<file path="src/rtl/bus_pkg.sv">
`default_nettype none
// ============================================================================
//  Module   : bus_pkg
//  Purpose  : Shared types and constants for the 9-bit CPU memory bus target.
//  Revision : 1.0 - initial release
// ============================================================================
package bus_pkg;

  // Bus transaction FSM states
  typedef enum logic [1:0] {
    IDLE   = 2'd0,
    ACCESS = 2'd1,
    GRANT  = 2'd2
  } bus_state_t;

  // Per-core direction encoding
  localparam logic RW_READ  = 1'b0;
  localparam logic RW_WRITE = 1'b1;

  // GPIO window offsets (address[8] = 1)
  localparam logic [7:0] GPIO_OUT_OFS = 8'h00;
  localparam logic [7:0] GPIO_IN_OFS  = 8'h01;

  // RAM geometry
  localparam int RAM_DEPTH = 256;

endpackage : bus_pkg
`default_nettype wire

</file>
<file path="src/rtl/bus_ram.sv">
`default_nettype none
// ============================================================================
//  Module   : bus_ram
//  Purpose  : 256x8 RAM, synchronous read/write bus port plus a write-only
//             program-load port. The bus port wins a same-address collision.
//  Revision : 1.0 - initial release
// ============================================================================
module bus_ram
  import bus_pkg::*;
(
  input  logic       clk,
  input  logic       bus_we_i,
  input  logic       bus_re_i,
  input  logic [7:0] bus_addr_i,
  input  logic [7:0] bus_wdata_i,
  output logic [7:0] bus_rdata_o,
  input  logic       prog_we_i,
  input  logic [7:0] prog_addr_i,
  input  logic [7:0] prog_data_i
);

  // Contents are deliberately not reset; only the read register matters
  logic [7:0] mem_q [RAM_DEPTH];
  logic [7:0] rdata_q;

  logic w_prog_blocked;
  assign w_prog_blocked = bus_we_i && (bus_addr_i == prog_addr_i);

  // Both write ports commit on the same edge; the program write yields on a collision
  always_ff @(posedge clk) begin
    if (prog_we_i && !w_prog_blocked) begin
      mem_q[prog_addr_i] <= prog_data_i;
    end
    if (bus_we_i) begin
      mem_q[bus_addr_i] <= bus_wdata_i;
    end
    if (bus_re_i) begin
      rdata_q <= mem_q[bus_addr_i];
    end
  end

  assign bus_rdata_o = rdata_q;

endmodule : bus_ram
`default_nettype wire

</file>
<file path="src/rtl/bus_responder.sv">
`default_nettype none
// ============================================================================
//  Module   : bus_responder
//  Purpose  : Round-robin bus target serving core accesses from a 256-byte
//             RAM or a small GPIO window, with a program-load side port.
//  Revision : 1.0 - initial release
// ============================================================================
module bus_responder
  import bus_pkg::*;
#(
  parameter int NUM_CORES = 2
) (
  input  logic                   clk,
  input  logic                   reset,
  input  logic [NUM_CORES-1:0]   grant_request,
  input  logic [NUM_CORES-1:0]   rw,
  input  logic [NUM_CORES*9-1:0] address,
  input  logic [NUM_CORES*8-1:0] wdata,
  output logic [NUM_CORES-1:0]   grant_given,
  output logic [7:0]             rdata,
  input  logic [7:0]             gpio_in,
  output logic [7:0]             gpio_out,
  input  logic                   prog_we,
  input  logic [7:0]             prog_addr,
  input  logic [7:0]             prog_data
);

  localparam int IDXW = (NUM_CORES > 1) ? $clog2(NUM_CORES) : 1;

  bus_state_t      state_q, state_d;
  logic [IDXW-1:0] winner_q, last_q, sel_d;
  logic            any_req;
  logic            rw_q;
  logic [8:0]      addr_q;
  logic [7:0]      wdata_q;
  logic [7:0]      rdata_q;
  logic            rd_ram_q;
  logic [7:0]      gpio_out_q;
  logic [7:0]      gpio_sync1_q, gpio_sync2_q;

  logic [8:0]      addr_arr  [NUM_CORES];
  logic [7:0]      wdata_arr [NUM_CORES];

  logic            go_access;
  logic            ram_we, ram_re;
  logic [7:0]      ram_rdata;
  logic [7:0]      gpio_rdata;

  // Split the flat per-core buses into indexable arrays
  for (genvar g = 0; g < NUM_CORES; g++) begin : g_unpack
    assign addr_arr[g]  = address[g*9 +: 9];
    assign wdata_arr[g] = wdata[g*8 +: 8];
  end

  // The access commits only if the winner is still requesting at the end of ACCESS
  assign go_access = (state_q == ACCESS) && grant_request[winner_q];
  assign ram_we    = go_access && !addr_q[8] && (rw_q == RW_WRITE);
  assign ram_re    = go_access && !addr_q[8] && (rw_q == RW_READ);

  // Round-robin pick: scan from last+1; descending loop so the nearest requester wins
  always_comb begin
    logic [IDXW-1:0] cand;
    cand    = '0;
    sel_d   = last_q;
    any_req = |grant_request;
    for (int i = NUM_CORES; i >= 1; i--) begin
      cand = IDXW'((int'(last_q) + i) % NUM_CORES);
      if (grant_request[cand]) begin
        sel_d = cand;
      end
    end
  end

  // GPIO read mux for the latched offset
  always_comb begin
    gpio_rdata = 8'h00;
    case (addr_q[7:0])
      GPIO_OUT_OFS: gpio_rdata = gpio_out_q;
      GPIO_IN_OFS:  gpio_rdata = gpio_sync2_q;
      default:      gpio_rdata = 8'h00;
    endcase
  end

  // FSM state register
  always_ff @(posedge clk or negedge reset) begin
    if (!reset) begin
      state_q <= IDLE;
    end else begin
      state_q <= state_d;
    end
  end

  // FSM next-state logic; a dropped request in ACCESS aborts back to IDLE
  always_comb begin
    state_d = state_q;
    case (state_q)
      IDLE:    state_d = any_req ? ACCESS : IDLE;
      ACCESS:  state_d = grant_request[winner_q] ? GRANT : IDLE;
      GRANT:   state_d = IDLE;
      default: state_d = IDLE;
    endcase
  end

  // FSM outputs: one-hot completion strobe while in GRANT
  always_comb begin
    grant_given = '0;
    if (state_q == GRANT) begin
      grant_given[winner_q] = 1'b1;
    end
  end

  // Transaction capture in IDLE and round-robin pointer update in GRANT
  always_ff @(posedge clk or negedge reset) begin
    if (!reset) begin
      winner_q <= '0;
      last_q   <= IDXW'(NUM_CORES - 1);
      rw_q     <= RW_READ;
      addr_q   <= '0;
      wdata_q  <= '0;
    end else begin
      if ((state_q == IDLE) && any_req) begin
        winner_q <= sel_d;
        rw_q     <= rw[sel_d];
        addr_q   <= addr_arr[sel_d];
        wdata_q  <= wdata_arr[sel_d];
      end
      if (state_q == GRANT) begin
        last_q <= winner_q;
      end
    end
  end

  // GPIO output register and two-flop input synchroniser
  always_ff @(posedge clk or negedge reset) begin
    if (!reset) begin
      gpio_out_q   <= 8'h00;
      gpio_sync1_q <= 8'h00;
      gpio_sync2_q <= 8'h00;
    end else begin
      gpio_sync1_q <= gpio_in;
      gpio_sync2_q <= gpio_sync1_q;
      if (go_access && addr_q[8] && (rw_q == RW_WRITE) && (addr_q[7:0] == GPIO_OUT_OFS)) begin
        gpio_out_q <= wdata_q;
      end
    end
  end

  // Read-data holding register; RAM reads land one edge later, so fold them in during GRANT
  always_ff @(posedge clk or negedge reset) begin
    if (!reset) begin
      rdata_q  <= 8'h00;
      rd_ram_q <= 1'b0;
    end else begin
      if (go_access) begin
        rd_ram_q <= ram_re;
        if (rw_q == RW_WRITE) begin
          rdata_q <= 8'h00;
        end else if (addr_q[8]) begin
          rdata_q <= gpio_rdata;
        end
      end
      if ((state_q == GRANT) && rd_ram_q) begin
        rdata_q <= ram_rdata;
      end
    end
  end

  assign rdata    = ((state_q == GRANT) && rd_ram_q) ? ram_rdata : rdata_q;
  assign gpio_out = gpio_out_q;

  bus_ram u_ram (
    .clk         (clk),
    .bus_we_i    (ram_we),
    .bus_re_i    (ram_re),
    .bus_addr_i  (addr_q[7:0]),
    .bus_wdata_i (wdata_q),
    .bus_rdata_o (ram_rdata),
    .prog_we_i   (prog_we),
    .prog_addr_i (prog_addr),
    .prog_data_i (prog_data)
  );

endmodule : bus_responder
`default_nettype wire

</file>
<file path="config.mk">
export PLATFORM = sky130hd
export DESIGN_NAME = bus_responder
export DESIGN_NICKNAME = d
export VERILOG_FILES = /design/src/rtl/bus_pkg.sv /design/src/rtl/bus_ram.sv /design/src/rtl/bus_responder.sv
export SDC_FILE = /design/constraint.sdc
export NUM_CORES = 2
export LEC_CHECK = 0
export BUFFER_PORTS_ARGS = -buffer_cell sky130_fd_sc_hd__buf_2
export CAP_MARGIN = 20
export CORE_AREA = 8 8 567 569
export CTS_BUF_LIST = sky130_fd_sc_hd__clkbuf_4
export DETAILED_ROUTE_END_ITERATION = 6
export DIE_AREA = 0 0 575 577
export HOLD_SLACK_MARGIN = 0.02
export PLACE_DENSITY = 0.59
export SYNTH_ARGS = -nofsm -noshare
export SYNTH_HDL_FRONTEND = slang
export SYNTH_HIERARCHICAL = 1
export SYNTH_SLANG_ARGS = --single-unit
</file>
<file path="constraint.sdc">
create_clock -name clk -period 4.3 [get_ports clk]
set_input_delay 0.86 -clock clk [delete_from_list [all_inputs] [get_ports clk]]
set_output_delay 0.86 -clock clk [all_outputs]
set_load 0.1 [all_outputs]
</file>
# ---- Word-level counts from Yosys, hierarchy flattened
# Memories as Yosys holds them, arrays and structs flattened. A register that Yosys moved wholly into a read port is not among the register bits.
# Cells that the tools add are included.
dict set report word_totals {
  n_memories 1
  out_inout_bits 18
  word_cells 78
  mem_bits_rw 2048
  input_bits 65
  regBits 55
}
dict set report op_classes {
  n_reduce_logical 20
  n_addsub 2
  bitwise 2
  order_cmp 6
  muxes 32
  n_eq_ne 4
}
# name words word_bits rd rd_clocked_by_memory_dff wr line_no
set memory_table {}
lappend memory_table {u_ram.mem_q 256 8 1 1 2 bus_ram.sv:23} ;# logic [7:0] mem_q [RAM_DEPTH];
# operator count
set op_table {}
lappend op_table {{2-to-1 mux 8 bit} 8}
lappend op_table {{2-to-1 mux 9 bit} 3}
lappend op_table {{2-to-1 mux 1 bit} 16}
lappend op_table {{case mux 8 bit (2 select lines)} 1}
lappend op_table {{logical AND 1 bit} 12}
lappend op_table {{== test 8 x 1 -> 1 bit, second input constant} 1}
lappend op_table {{== test 8 bit} 1}
lappend op_table {{zero test 8 bit} 1}
lappend op_table {{less-than comparator 1 x 2 -> 1 bit, second input constant} 4}
lappend op_table {{2-to-1 mux 2 bit} 2}
lappend op_table {{case mux 2 bit (2 select lines)} 1}
lappend op_table {{nonzero test 3 bit} 1}
lappend op_table {{adder 1 bit, second input constant} 2}
lappend op_table {{== test 2 x 1 -> 1 bit, second input constant} 1}
lappend op_table {{== test 2 bit, second input constant} 1}
lappend op_table {{>= comparator 2 bit, second input constant} 1}
lappend op_table {{zero test 1 bit} 2}
lappend op_table {{zero test 2 bit} 1}
lappend op_table {{inverter 1 -> 2 bit} 1}
lappend op_table {{AND reduction 2 bit} 1}
lappend op_table {{nonzero test 2 bit} 1}
lappend op_table {{OR reduction 2 bit} 1}
lappend op_table {{demux 1 bit (select 1 bit)} 1}
lappend op_table {{>= comparator 1 bit, second input constant} 1}
lappend op_table {{inverter 1 bit} 1}

# ---- Longest topological paths before layout
dict set report depth {
  ltp_word 10
  depth_mapped 9
  depth_no_buf 7
}

# ---- Modules after synthesis
# The synthesis kept the hierarchy.
# mod n_inst seq_area_each_um2 area_each_um2 cells_each
set by_module_without_submodules {}
lappend by_module_without_submodules {bus_ram 1 61739.2 106302.0 6449}
lappend by_module_without_submodules {bus_responder 1 1377.6 2401.1 208}

# ---- Worst setup path after synthesis
# Ideal clock, no wire load.
dict set report synth_path {
  path_type {input-to-reg}
  start {input grant_request[0]}
  end {memory u_ram.mem_q[112][0], enable pin}
  setup_time_ns 0.384
  t_required_ns 3.916
  stages 8
  arrival_ns 2.946
  n_path_buf 2
  path_slack_ns 0.970
  cell_sequence {mux2i_2 nor4b_1 or3b_1 clkbuf_1 nor2_1 buf_2 nand2_1 o21ai_0}
}
# item line_no
set synth_rtl {}
lappend synth_rtl {{start, declared} bus_responder.sv:15} ;# input logic [NUM_CORES-1:0] grant_request,
lappend synth_rtl {{end, declared} bus_ram.sv:23}

==> metrics.md <==
| Metric | Value |
|---|---|
| Status | finished, violations left |
| Violated checks | DRC |
| NetSw | 25.1 mW |
| Hold Crit Class | input pin to register |
| Post-synthesis sequential area ratio | 58.1% |
| Iter 0 DRT Violations | 8825 |
| Starting density of the core | 34.7% |
| Cells after synthesis | 6657 |
| Largest family of logic cells by synthesized area | multiplexers |
| Final RePlAce weighted congestion | 0.907 |
| Dpl ws | 0.322 ns |
| Area delta synth->final | 15.1% |
| WS Path Type | register to register |
| Num CTS Buffers | 580 |
| Slew Limit Fails | 0 |
| Worst Clk Skew | 0.106 ns |
| Largest net degree at the start of global routing | 100 |
| WP data arrival | 5.13 ns |
| Resized Gates After CTS | 0 |
| CP required | 5.34 ns |
| Final Setup Violations | 0 |
| First-pass DRT Iterations | 7 |
| Comb pwr share | 35.2% |
| Commonest cells post-synth | edfxtp_1 (2056), mux2_2 (1986), clkbuf_1 (610), mux4_2 (512), a22oi_1 (256) |
| Worst Slack Setup Final | 0.208 ns |
| Die W | 575 um |
| Unrepaired setup endpoints after global routing | no |
| CP cell instances | nor2_4 -> buf_4 -> nand2_4 -> nor2_1 -> mux2_2 |
| Max-capacitance violation count | 0 |
| Pwr/cell area | 527 nW/um^2 |
| Top-Level Pins | 83 |
| Clock share of power | 28.5% |
| Vias in the first global route | 71126 |
| Post-Synth XOR/XNOR Area | 0.0645% |
| WL final | 391 mm |
| Core Rows | 206 |
| GR Overflow Total | 0 |
| Total power | 66.0 mW |
| Count of final hold-check violations | 0 |
| Largest cells by area after synthesis | edfxtp_1 (57%), mux2_2 (21%), mux4_2 (11%) |
| First-pass GRT wire length | 547 mm |
| Final period util | 95.2% |
| Switching portion of total power | 38.1% |
| Worst-Margin Slew | 1.19 ns |
| Int Power | 40.9 mW |
| DR WL/cell | 33.1 um |
| Cell taking the most area after synthesis | edfxtp_1 |
| Worst slew margin | 20.6% |
| Antenna Violating Nets Remaining | 0 |
| Leakage power figure | 40.3 nW |
| Achievable Freq | 0.244 GHz |
| Sequential fraction of design power | 36.3% |
| Period minus WS final | 4.09 ns |
| DRC viols | 2 |
| Setup TNS | 0 ns |
| Net Count, Synth | 6722 |
| CP max stage delay | 0.98 ns |
| Nets | 7269 |
| Root Driver | clkbuf_4 |
| Post-synthesis simple-gate area fraction | 2.41% |
| DP HPWL | 234 mm |
| Crit start category | register |
| Adder-cell share of the synthesized area | 0% |
| Ys Warns | 6 |
| Max stage delay cell, worst path | nor2_1 |
| Die area | 332000 um^2 |
| CTS Sinks | 2111 |
| Synth cell types | 53 |
| Most common cell in the netlist | edfxtp_1 |
| #FFs+latches synth | 2111 |
| Vert. Die Dim | 577 um |
| Worst VDD drop | 545 uV |
| Main flop type after synthesis | edfxtp_1 |
| Synth Area per Inst | 16.3 um^2 |
| Maximum root-to-sink buffer count | 4 |
| TritonCTS clock tree | yes |
| H-Tree Level Count | 6 |
| Setup crit end kind | register |
| Worst-path clk slew | 0.06 ns |
| Layout cells sized above 1 | 57.0% |
| Worst skew pair latency | 1.38 ns |
| Gr usage total | 22.6% |
| Drt via density | 5.98 |
| Post-synth EDFFs | 2056 |
| Netlist Area Pre-Place | 109000 um^2 |
| Async SR Flop Fraction | 2.61% |
| Crit-path max FO | 35 |
| Compound-Gate Fraction of Synth Area | 4.41% |
| # port buffers | 82 |
| Antenna violations before repair | 36 |
| Via count | 70688 |
| Top-area cell type share of the netlist area | 56.8% |
| Post-synthesis mux area share | 32.1% |
| Core region area | 313000 um^2 |
-- power by group through the flow --
stage | clock network [mW] | logic, mW | registers [mW]
2_1_floorplan | 0 | 13.4 | 23.4
4_1_cts | 19.2 | 22.8 | 23.9
3_3_place_gp | 0 | 22.4 | 24.3
6_report | 18.8 | 23.2 | 24.0
5_1_grt | 20.2 | 23.7 | 23.9
3_5_place_dp | 0 | 22.5 | 24.3
-- critical path, delay by kind of cell, from the launching register on --
| family | cells | cell delay (ns) |
|---|---|---|
| buffers and inverters | 1 | 0.60 |
| DFF | 1 | 0.67 |
| muxes | 1 | 0.42 |
| and+or+nand+nor | 3 | 2.04 |
-- worst paths after layout --
check | cells past startpoint | to | slack, ns | start
worst max-delay path | 5 | u_ram/mem_q[1][1] | 0.21 | addr_q[2]
worst min-delay path | 2 | gpio_sync1_q[7] | 0.21 | gpio_in[7]
worst max register to register | 5 | u_ram/mem_q[1][1] | 0.21 | addr_q[2]
worst min register to register | 0 | gpio_sync2_q[1] | 0.35 | gpio_sync1_q[1]
max in group asynchronous | 4 | wdata_q[4] | 2.08 | reset
min in group asynchronous | 3 | gpio_out[2] | 0.52 | reset
-- cell usage in the layout (no fill, tap or decap), types with 88 or more instances in the layout --
master / instances
buf_4: 509
clkinv_1: 88
a21oi_1: 147
o22ai_1: 196
a22oi_1: 256
nor2_2: 92
mux4_2: 512
clkbuf_4: 870
edfxtp_1: 2056
buf_12: 90
mux2_2: 1986
-- per-layer routing --
metal  share of wire [%]  GRT usage, %  wire (um)
met5               0.030        0.0145        116
met4                 4.4          9.71      17400
met3                  10          5.80      40400
met2                  46          35.2     178000
met1                  40          30.1     155000
-- cell type report --
type,instances,area [um^2]
antenna,21,52.6
clock buffer,869,6520
timing repair buffer,740,6670
inverter,3,11.3
clock inverter,139,908
multi-input combinational,3768,42600
sequential,2111,63200
tap,4160,5200
fill,28838,188000
-- cells by family after synthesis --
logic type             Yosys count
multiplexers                  2584
flip-flops                    2111
buffers and inverters          778
AO/OA/AOI/OAI                  742
AND/OR/NAND/NOR                434
XOR/XNOR                         8
-- sequential cells by signal, summed over array words and instances (netlist names) --
register and count:
u_ram/mem_q 2048, addr_q 9, gpio_out 8, gpio_sync1_q 8
gpio_sync2_q 8, rdata_q 8, u_ram/bus_rdata_o 8, wdata_q 8
state_q 2, last_q 1, rd_ram_q 1, rw_q 1
winner_q 1
-- through the flow --
stage          utilization (%)  hold WS [ns]  area, um^2  instances
2_1_floorplan                -         0.331      109000       6657
4_1_cts                   40.0        0.0718      125000      11785
3_5_place_dp              37.4         0.338      117000      10724
6_report                  40.0         0.211      125000      11811
5_1_grt                   40.0         0.123      125000      11800
3_3_place_gp              37.4         0.333      117000      10720
-- timing repair --
| item | CTS | global route |
|---|---|---|
| endpoints found under the setup margin | 1 | 0 |
| hold buffers | 51 | 0 |
| buffers inserted | 2 | 0 |
| endpoints found under the hold margin | 55 | 0 |
(Power assumes the default switching activity.)
